`config.mk`:
```
export PLATFORM = sky130hd
export DESIGN_NAME = hack_gate_sequencer
export DESIGN_NICKNAME = d
export VERILOG_FILES = /design/src/rtl/hack_gate_sequencer.sv
export SDC_FILE = /design/constraint.sdc
export NUM_CORES = 1
export LEC_CHECK = 0
export ABC_AREA = 0
export BUFFER_PORTS_ARGS = -buffer_cell sky130_fd_sc_hd__buf_4
export CAP_MARGIN = 20
export CORE_UTILIZATION = 45
export DETAILED_ROUTE_END_ITERATION = 12
export HOLD_SLACK_MARGIN = 0.12
export PLACE_DENSITY = 0.7
export SKIP_CTS_REPAIR_TIMING = 1
export SLEW_MARGIN = 10
export SYNTH_ARGS = -nofsm -noshare
export SYNTH_HDL_FRONTEND = slang
export SYNTH_SLANG_ARGS = --single-unit
```
`constraint.sdc`:
```
create_clock -name clk -period 2.48 [get_ports clk]
set_input_delay 0.372 -clock clk [delete_from_list [all_inputs] [get_ports clk]]
set_output_delay 0.372 -clock clk [all_outputs]
set_load 0.005 [all_outputs]
```
`src/rtl/hack_gate_sequencer.sv`:
```
// Sweeps every input vector of a small combinational gate, holds each one for
// SETTLE+1 cycles, and compares the gate output against a captured truth table.
module hack_gate_sequencer #(
  parameter int N_IN   = 2,
  parameter int SETTLE = 1
) (
  input  logic                 clk,
  input  logic                 rst_n,
  input  logic                 start,
  input  logic                 abort,
  input  logic [2**N_IN-1:0]   exp_tt,
  input  logic                 dut_out,
  output logic [N_IN-1:0]      dut_in,
  output logic                 busy,
  output logic                 done,
  output logic                 pass,
  output logic [2**N_IN-1:0]   fail_mask,
  output logic [N_IN:0]        fail_count,
  output logic [N_IN-1:0]      first_fail
);

  localparam int              NV        = 2**N_IN;
  localparam logic [N_IN-1:0] LAST_IDX  = N_IN'(NV - 1);
  localparam logic [3:0]      HOLD_LAST = 4'(SETTLE);

  typedef enum logic [1:0] {IDLE, DRIVE, DONE} state_t;

  state_t          state;
  logic [N_IN-1:0] idx;
  logic [3:0]      hold;
  logic [NV-1:0]   tt_q;
  logic            mismatch;

  assign mismatch = (dut_out != tt_q[idx]);

  // DONE behaves like IDLE for start acceptance, so sweeps can run back to back.
  always_ff @(posedge clk) begin
    if (!rst_n) begin
      state      <= IDLE;
      idx        <= '0;
      hold       <= '0;
      tt_q       <= '0;
      dut_in     <= '0;
      busy       <= 1'b0;
      done       <= 1'b0;
      pass       <= 1'b0;
      fail_mask  <= '0;
      fail_count <= '0;
      first_fail <= '0;
    end else begin
      done <= 1'b0;
      case (state)
        IDLE, DONE: begin
          busy   <= 1'b0;
          dut_in <= '0;
          if (start) begin
            state      <= DRIVE;
            busy       <= 1'b1;
            idx        <= '0;
            hold       <= '0;
            tt_q       <= exp_tt;
            pass       <= 1'b0;
            fail_mask  <= '0;
            fail_count <= '0;
            first_fail <= '0;
          end else begin
            state <= IDLE;
          end
        end
        DRIVE: begin
          if (abort) begin
            state  <= IDLE;
            busy   <= 1'b0;
            dut_in <= '0;
            idx    <= '0;
            hold   <= '0;
            pass   <= 1'b0;
          end else if (hold == HOLD_LAST) begin
            hold <= '0;
            if (mismatch) begin
              fail_mask[idx] <= 1'b1;
              fail_count     <= fail_count + 1'b1;
              if (fail_count == '0)
                first_fail <= idx;
            end
            // pass must account for the vector being sampled at this very edge
            if (idx == LAST_IDX) begin
              state  <= DONE;
              busy   <= 1'b0;
              done   <= 1'b1;
              dut_in <= '0;
              idx    <= '0;
              pass   <= (fail_count == '0) && !mismatch;
            end else begin
              idx    <= idx + 1'b1;
              dut_in <= idx + 1'b1;
            end
          end else begin
            hold <= hold + 1'b1;
          end
        end
        default: state <= IDLE;
      endcase
    end
  end

endmodule
```
# Word-level counts from Yosys, hierarchy flattened

Index checks and enable logic that the tools add are counted.

Divide/modulo/power cells: 0
Add/sub/neg operators: 3
Multiplexer cells: 44
Magnitude comparators: 2
$mul: 0
Bitwise gates (word level): 4
Shift operators: 0
Reduce and logical (&&, ||, !) cells: 17
Eq/ne operators: 12

Operator list:

| kind                                                       | number |
|---|---|
| 2-to-1 mux 4 bit                                           | 6 |
| 2-to-1 mux 2 bit                                           | 11 |
| one-hot mux 2 bit (2 select lines)                         | 4 |
| one-hot mux 4 bit (2 select lines)                         | 2 |
| 2-to-1 mux 1 bit                                           | 12 |
| 2-to-1 mux 3 bit                                           | 4 |
| != test 2 bit, second input constant                       | 5 |
| AND reduction 2 bit                                        | 4 |
| != test 3 bit, second input constant                       | 2 |
| one-hot mux 3 bit (2 select lines)                         | 1 |
| AND reduction 3 bit                                        | 2 |
| AND reduction 6 bit                                        | 1 |
| AND reduction 5 bit                                        | 1 |
| adder 4 x 1 -> 4 bit, second input constant                | 1 |
| equality test 2 bit, second input constant                 | 2 |
| equality test 4 x 1 -> 1 bit, second input constant        | 1 |
| bitwise OR 4 bit                                           | 1 |
| one-hot mux 1 bit (2 select lines)                         | 2 |
| AND reduction 4 bit                                        | 1 |
| OR reduction 4 bit                                         | 1 |
| adder 3 x 1 -> 3 bit, second input constant                | 1 |
| logical NOT 3 bit                                          | 1 |
| less-than comparator 2 x 3 -> 1 bit, second input constant | 1 |
| inverter 1 bit                                             | 3 |
| 11 further kinds                                           | 12 |

RAM bits: 0
Register bits: 26
Input bits: 9
Logic and storage cells: 93
Bits in latches: 0
Memories kept: 0
Bits in read-only memories: 0
Output and inout bits: 14

# Longest topological paths before layout

Gate-level depths: netlist of the first run.

Word-level depth: 9
Depth in mapped cells: 7
Gate-level depth less buffers: 6

# Least setup slack after synthesis of the first run

Ideal clock, no wire load.

Path kind: register -> register
Start: reg idx[0]
End: reg fail_count[2]
Data arrival time: 1.608 ns
Path buffers: 0
Clock period less this slack: 1.728 ns
Stages on the path, launching flop included: 5
Data required time: 2.360 ns
Setup time: 0.120 ns
Slack: 0.752 ns
Cell sequence: dfxtp_1 > mux4_2 > xor2_2 > a311oi_1 > or2_1

Word-level cells in the longest chain between the ends: 5

RTL lines:

| item                                   | RTL line | source |
|---|---|---|
| from (decl)                            | 29       | `logic [N_IN-1:0] idx;` |
| from (signal assigned)                 | 95       | `idx <= idx + 1'b1;` |
| binary-select mux 1 bit (select 2 bit) | 34       | `assign mismatch = (dut_out != tt_q[idx]);` |
| 2-to-1 mux 1 bit (not written as such) | 34       |  |
| != test 1 bit                          | 34       |  |
| != test 2 bit (no line)                | --       |  |
| AND reduction 5 bit (no line)          | --       |  |
| to (signal assigned)                   | 82       | `fail_count <= fail_count + 1'b1;` |
| to (decl)                              | 18       | `output logic [N_IN:0] fail_count,` |

No other way between the ends. The select of a mux whose other input is x is not followed.
A chain may end at the register's enable or synchronous reset.

# Worst setup path in the final report of the first run

Ends and elaborated chain as after synthesis.

==> run summary, run 1 <==
Worst-path clk slew: 0.13 ns
die width: 56.2 µm
Final period util: 0.784
Final nets: 187
YS warnings: 0
number of synthesized register bits: 26
ANT cells: 0
Clock Path Buffers: 2
Core ar.: 0.00278 mm²
syn_nets: 166
DRT Pass-1 Iters: 4
via count: 1,166
slew margin rel.: 0.721
clock root cell: clkbuf_4
outcome: completed
die height: 56.2 µm
Internal: 550 µW
H-tree levels: 1
PD cells: 494 mW/mm²
Residual DRC: 0
number of global-route vias before repair: 1,107
fraction of power consumed by sequential logic: 0.593
max-slew violation count: 0
Worst Setup SP: idx[0]$_SDFFE_PN0P_
total CTS buffers: 3
row count: 19
Area growth syn-to-layout: 15.8%
Finished Layout Cells: 199
Port Buffer Count: 22
Tot GR Track Use: 0.198
fmax: 514 MHz
Power Total: 757 µW
clk_skew: 0.00235 ns
fillcell total: 286
number of vias per cell: 5.86
CP endpoint kind: flip-flop
post-synth cell types: 43
R2R setup slack: 0.53 ns
post-synthesis cell count: 149
Clock power frac: 0.231
final setup violation count: 0
EDFF count, synth: 0
Reg2Reg Depth: 4
share of cells above drive strength 1: 0.196
placed insts: 196
initial core utilization: 0.476
CTS tree: built
WP data required: 2.71 ns
Switch Pwr: 207 µW
leakage power: 0.000615 µW
Critical R2R Launch: idx[0]$_SDFFE_PN0P_
Worst EP arrival: 2.17 ns
sequential share of the synthesized area: 0.393
Worst-Skew Late Latency: 0.32 ns
initial antenna violation count: 0
initial drt markers: 26
setup_tns: 0 ns
Routability Congestion: 0.797
DRT Wirelength: 2.77 mm
Combinational Power Share: 0.176
Syn Area/Cell: 8.88 µm²
grt total ovfl: 0
Worst Tran Pin Value: 0.419 ns
ys async rst share: 0
CP Class: flip-flop to flip-flop
CP max FO: 9
Hold Path Class: input port to flip-flop
Final Critical Period: 1.95 ns
Worst setup SP type: flip-flop
DP HPWL: 2.05 mm
Max VDD drop: 0.394 mV
WL/cell: 13.9 µm
I/O Pins: 23
Sink Count: 26
multi-input logic area: 741 µm²
total die area: 0.00316 mm²
Sw Ratio: 0.274
Synth Cell Area: 0.00132 mm²
largest net degree at the start of global routing: 30
reg-to-reg endpoint: fail_count[2]$_SDFFE_PN0P_
Main synth FF type: dfxtp_1
Reg area: 520 µm²
Worst Setup EP: fail_count[2]$_SDFFE_PN0P_
Max-Cap Viols: 0
RSZ-0062 raised after global routing: false
first-pass GRT wire length: 4.89 mm
Hold Vio Cnt, Final: 0
Routed Antenna Nets: 0
## synthesized netlist by cell type, types with 2 or more instances
cell | number | area, µm²
dfxtp_1 | 26 | 521
nand2_1 | 16 | 60.1
a21boi_0 | 9 | 67.6
nor2_1 | 9 | 33.8
ha_1 | 8 | 100
inv_1 | 8 | 30.0
clkbuf_1 | 6 | 22.5
o21ai_0 | 6 | 30.0
a21oi_1 | 5 | 25.0
nand4_1 | 5 | 31.3
nor2b_1 | 5 | 31.3
a41oi_1 | 4 | 35.0
o2111ai_1 | 3 | 26.3
o211ai_1 | 3 | 22.5
and3_1 | 2 | 12.5
and4_1 | 2 | 17.5
nand3_1 | 2 | 10.0
nor3_1 | 2 | 10.0
nor3b_1 | 2 | 15.0
o221ai_1 | 2 | 17.5
or3b_2 | 2 | 17.5
## metrics by stage
| step | hold slack (ns) | util | setup slack [ns] | area [µm²] |
|---|---|---|---|---|
| after global routing | 0.297 | 0.551 | 0.350 | 1530 |
| after floorplan | 0.440 | - | 0.752 | 1320 |
| after detailed placement | 0.462 | 0.543 | 0.569 | 1510 |
| final | 0.297 | 0.551 | 0.535 | 1530 |
| after global placement | 0.460 | 0.543 | 0.635 | 1510 |
| after CTS | 0.292 | 0.551 | 0.537 | 1530 |
## sequential cells by signal, summed over array words and instances (netlist names)
name and flops:
state 2, pass 1, first_fail 2, idx 2
tt_q 4, fail_mask 4, hold 4, fail_count 3
busy 1, done 1, dut_in 2
## worst max-delay path: stages (launching register included)
cell and delay [ns]:
dfxtp_1 0.50, mux4_2 0.60, xor2_2 0.38, a311oi_1 0.15, or2_1 0.23
## worst min-delay path by stage
stage                     slack (ns)  cells past startpoint                      to              startpoint
after floorplan                 0.44                      2    tt_q[2]$_SDFFE_PN0P_    tt_q[2]$_SDFFE_PN0P_
after global placement          0.46                      2  dut_in[1]$_SDFFE_PN0P_  dut_in[1]$_SDFFE_PN0P_
after detailed placement        0.46                      2  dut_in[1]$_SDFFE_PN0P_  dut_in[1]$_SDFFE_PN0P_
after CTS                       0.29                      3    tt_q[1]$_SDFFE_PN0P_               exp_tt[1]
after global routing            0.30                      3    tt_q[2]$_SDFFE_PN0P_               exp_tt[2]
final                           0.30                      3    tt_q[1]$_SDFFE_PN0P_               exp_tt[1]
## final cells by class
type | count | share of cell area
multi-input cells | 107 | 0.483
well taps | 31 | 0.0253
inverters | 8 | 0.0196
clock buffers | 3 | 0.0147
repair buffers | 24 | 0.118
flip-flops and latches | 26 | 0.340
## routing by layer
layer | vias up | GRT usage | wire length [µm]
met3 | 5 | 0.0233 | 75
li1 | 584 | - | -
met4 | 0 | 0.101 | 55
met1 | 557 | 0.252 | 1310
met2 | 20 | 0.330 | 1320
met5 | - | 0 | 0
## power groups by stage
stage,logic (µW),clock network (µW),registers (µW)
finish,134,175,449
global route,151,197,451
CTS,135,182,449
detailed placement,134,0,459
global placement,132,0,458
floorplan,85.3,0,456
## cell families after synthesis
group | synth area share
flip-flops | 0.393
AND/OR/NAND/NOR | 0.212
AO/OA/AOI/OAI | 0.229
multiplexers | 0.0246
adder cells (fa/ha/maj) | 0.0756
XOR/XNOR | 0.0189
buffers and inverters | 0.0473
## placed cells by master (no fill, tap or decap), drive strengths merged, types with 8 or more instances in the layout
cell    Yosys  layout
nor2        9       9
inv         8       8
nand2      16      16
ha          8       8
o21ai       8       8
buf         1      24
a21boi      9       9
dfxtp      26      26
(Power assumes the default switching activity.)
==> run 2, diff against run 1 <==
--- a/config.mk
+++ b/config.mk
@@ -5,13 +5,13 @@
 export SDC_FILE = /design/constraint.sdc
 export NUM_CORES = 1
 export LEC_CHECK = 0
-export ABC_AREA = 0
+export ABC_AREA = 1
 export BUFFER_PORTS_ARGS = -buffer_cell sky130_fd_sc_hd__buf_4
 export CAP_MARGIN = 20
 export CORE_UTILIZATION = 45
 export DETAILED_ROUTE_END_ITERATION = 12
 export HOLD_SLACK_MARGIN = 0.12
-export PLACE_DENSITY = 0.7
+export PLACE_DENSITY = 0.73
 export SKIP_CTS_REPAIR_TIMING = 1
 export SLEW_MARGIN = 10
 export SYNTH_ARGS = -nofsm -noshare
==> constraint.sdc (replaced) <==
create_clock -name clk -period 1.7 [get_ports clk]
set_input_delay 0.255 -clock clk [delete_from_list [all_inputs] [get_ports clk]]
set_output_delay 0.255 -clock clk [all_outputs]
set_load 0.005 [all_outputs]
==> run summary, run 2 <==
RSZ-0062 raised after global routing: false (unchanged)
first-pass GRT wire length: 4.62 mm (was 4.89 mm)
outcome: complete, but fails checks (was completed)
syn_nets: 210 (was 166)
share of cells above drive strength 1: 0.250 (was 0.196)
CTS tree: built (unchanged)
Area growth syn-to-layout: 16.4% (was 15.8%)
setup_tns: 0 ns (unchanged)
DP Area: 0.00156 mm² (was 0.00151 mm²)
Final period util: 0.868 (was 0.784)
Worst-Skew Late Latency: 0.33 ns (was 0.32 ns)
biggest regs: fail_mask x4, hold x4, tt_q x4 (unchanged)
synth top area cells: dfxtp_1, nor2_1, nand2_1 (was dfxtp_1, ha_1, a21boi_0)
Max-Cap Viols: 0 (unchanged)
clock root cell: clkbuf_4 (unchanged)
row count: 19 (unchanged)
YS warnings: 0 (unchanged)
fmax: 677 MHz (was 514 MHz)
PnR worst setup slack: 0.224 ns (was 0.535 ns)
CP max FO: 12 (was 9)
total CTS buffers: 3 (unchanged)
post-synthesis cell count: 193 (was 149)
CP endpoint kind: flip-flop (unchanged)
CP Class: flip-flop to flip-flop (unchanged)
Final Critical Period: 1.48 ns (was 1.95 ns)
number of synthesized register bits: 26 (unchanged)
cell taking the most area after synthesis: dfxtp_1 (unchanged)
Worst path slowest cell: dfxtp_1 (was mux4_2)
clk_skew: 0.00729 ns (was 0.00235 ns)
Power Total: 1290 µW (was 757 µW)
R2R setup slack: 0.22 ns (was 0.53 ns)
failing checks: design-rule violations
Sink Count: 26 (unchanged)
Largest delay share family, worst path: simple AND/OR/NAND/NOR gates (was multiplexers)
WP data required: 1.94 ns (was 2.71 ns)
multi-input logic area: 716 µm² (was 741 µm²)
most common cell after layout, fill and taps aside: nor2_1 (was dfxtp_1)
Design Area, Final: 0.00160 mm² (was 0.00153 mm²)
fillcell total: 296 (was 286)
most common cell in the netlist: nor2_1 (was dfxtp_1)
Crit path largest cell delay: 0.48 ns (was 0.60 ns)
initial drt markers: 43 (was 26)
via count: 1,181 (was 1,166)
Residual DRC: 6 (was 0)
Routed Antenna Nets: 0 (unchanged)
PD cells: 807 mW/mm² (was 494 mW/mm²)
Tot GR Track Use: 0.182 (was 0.198)
initial antenna violation count: 0 (unchanged)
Syn Area/Cell: 7.12 µm² (was 8.88 µm²)
Routability Congestion: 0.846 (was 0.797)
DRT Wirelength: 2.56 mm (was 2.77 mm)
Core ar.: 0.00283 mm² (was 0.00278 mm²)
sequential share of the synthesized area: 0.379 (was 0.393)
grt total ovfl: 0 (unchanged)
Hold Vio Cnt, Final: 0 (unchanged)
largest net degree at the start of global routing: 21 (was 30)
post-synth cell types: 25 (was 43)
I/O Pins: 23 (unchanged)
ys async rst share: 0 (unchanged)
Worst setup SP type: flip-flop (unchanged)
top-area cell type share of the netlist area: 0.379 (was 0.393)
Post-synth top cells: nor2_1, nand2_1, dfxtp_1, inv_1, o21ai_0 (was dfxtp_1, nand2_1, a21boi_0, nor2_1)
CP Cell Sequence: inv_2, nand2_1, nand3_1, nand2_1, nand2_2, nand3_4, nand3_4, nor2_1, nor2_2 (was mux4_2, xor2_2, a311oi_1, or2_1)
Final nets: 234 (was 187)
Reg area: 520 µm² (unchanged)
Place WS: 0.245 ns (was 0.569 ns)
most frequent cells in the layout: nor2_1, nand2_1, dfxtp_1 (was dfxtp_1, buf_4, nand2_1)
Synth Cell Area: 0.00138 mm² (was 0.00132 mm²)
WL/cell: 10.3 µm (was 13.9 µm)
total die area: 0.00328 mm² (was 0.00316 mm²)
DRT Pass-1 Iters: 8 (was 4)
Clock Path Buffers: 2 (unchanged)
Main synth FF type: dfxtp_1 (unchanged)
Hold Path Class: input port to flip-flop (unchanged)
final setup violation count: 0 (unchanged)
Worst EP arrival: 1.72 ns (was 2.17 ns)
ANT cells: 0 (unchanged)
CP bufs+invs: 1 (was 0)
Port Buffer Count: 22 (unchanged)
Worst Tran Pin Value: 0.277 ns (was 0.419 ns)
leakage power: 0.000775 µW (was 0.000615 µW)
die height: 57.3 µm (was 56.2 µm)
slew margin rel.: 0.814 (was 0.721)
number of global-route vias before repair: 1,092 (was 1,107)
Worst-path clk slew: 0.14 ns (was 0.13 ns)
initial core utilization: 0.486 (was 0.476)
DP HPWL: 1.90 mm (was 2.05 mm)
number of vias per cell: 4.78 (was 5.86)
die width: 57.3 µm (was 56.2 µm)
Max VDD drop: 0.563 mV (was 0.394 mV)
max-slew violation count: 0 (unchanged)
H-tree levels: 1 (unchanged)
EDFF count, synth: 0 (unchanged)
run 2: changes by cell type after synthesis, sizes merged, moves of 4 or more:
cell | before | now
nor2 | 9 | 41
a21boi | 9 | 0
o21ai | 8 | 14
a41oi | 4 | 0
clkbuf | 7 | 1
nor2b | 5 | 0
nand3 | 2 | 9
nand2 | 16 | 41
inv | 8 | 32
run 2: per-stage QoR:
stage               utilization  std cells  hold slack (ns)
global placement          0.551        243            0.475
finish                    0.566        247            0.141
global route              0.566        247            0.147
CTS                       0.564        247            0.132
detailed placement        0.551        243            0.472
floorplan                     -        193            0.390
run 2: metal layers:
layer | part of all wire | vias to the layer above | GRT usage | wire (µm)
met1 | 0.50 | 516 | 0.233 | 1270
met4 | 0.010 | 0 | 0.0418 | 26
met5 | 0 | - | 0 | 0
met2 | 0.46 | 16 | 0.309 | 1170
met3 | 0.038 | 4 | 0.0476 | 96
li1 | - | 645 | - | -
run 2: worst paths after layout:
check / from / endpoint / cells past startpoint
max: idx[0]$_SDFFE_PN0P_ / fail_count[1]$_SDFFE_PN0P_ / 9
min: exp_tt[3] / tt_q[3]$_SDFFE_PN0P_ / 3
min reg2reg: hold[2]$_SDFFE_PN0P_ / hold[2]$_SDFFE_PN0P_ / 2
max reg2reg: idx[0]$_SDFFE_PN0P_ / fail_count[1]$_SDFFE_PN0P_ / 9
run 2: cell families after synthesis:
group / share of synthesized area
and+or+nand+nor: 0.346
AOI/OAI and AO/OA: 0.0983
adders and majority gates: 0.0728
buffers and inverters: 0.105
DFF: 0.379
run 2: worst register-to-register path, stage by stage, from the launching register on:
cell,delay (ns)
dfxtp_1,0.48
inv_2,0.11
nand2_1,0.08
nand3_1,0.08
nand2_1,0.09
nand2_2,0.08
nand3_4,0.09
nand3_4,0.16
nor2_1,0.17
nor2_2,0.05
run 2: report_power, final:
| part | internal (µW) | switching, µW | leakage [µW] | total [µW] |
|---|---|---|---|---|
| Clock | 131 | 184 | 0.0000210 | 315 |
| Combinational | 122 | 173 | 0.000541 | 296 |
| Sequential | 652 | 29.2 | 0.000213 | 681 |
run 2: layout make-up:
cell class / instances / share of cell area
Clock buffer: 4 / 0.0227
Inverter: 33 / 0.0774
Timing Repair Buffer: 22 / 0.103
Sequential cell: 26 / 0.325
Tap cell: 31 / 0.0242
Multi-Input combinational cell: 131 / 0.447
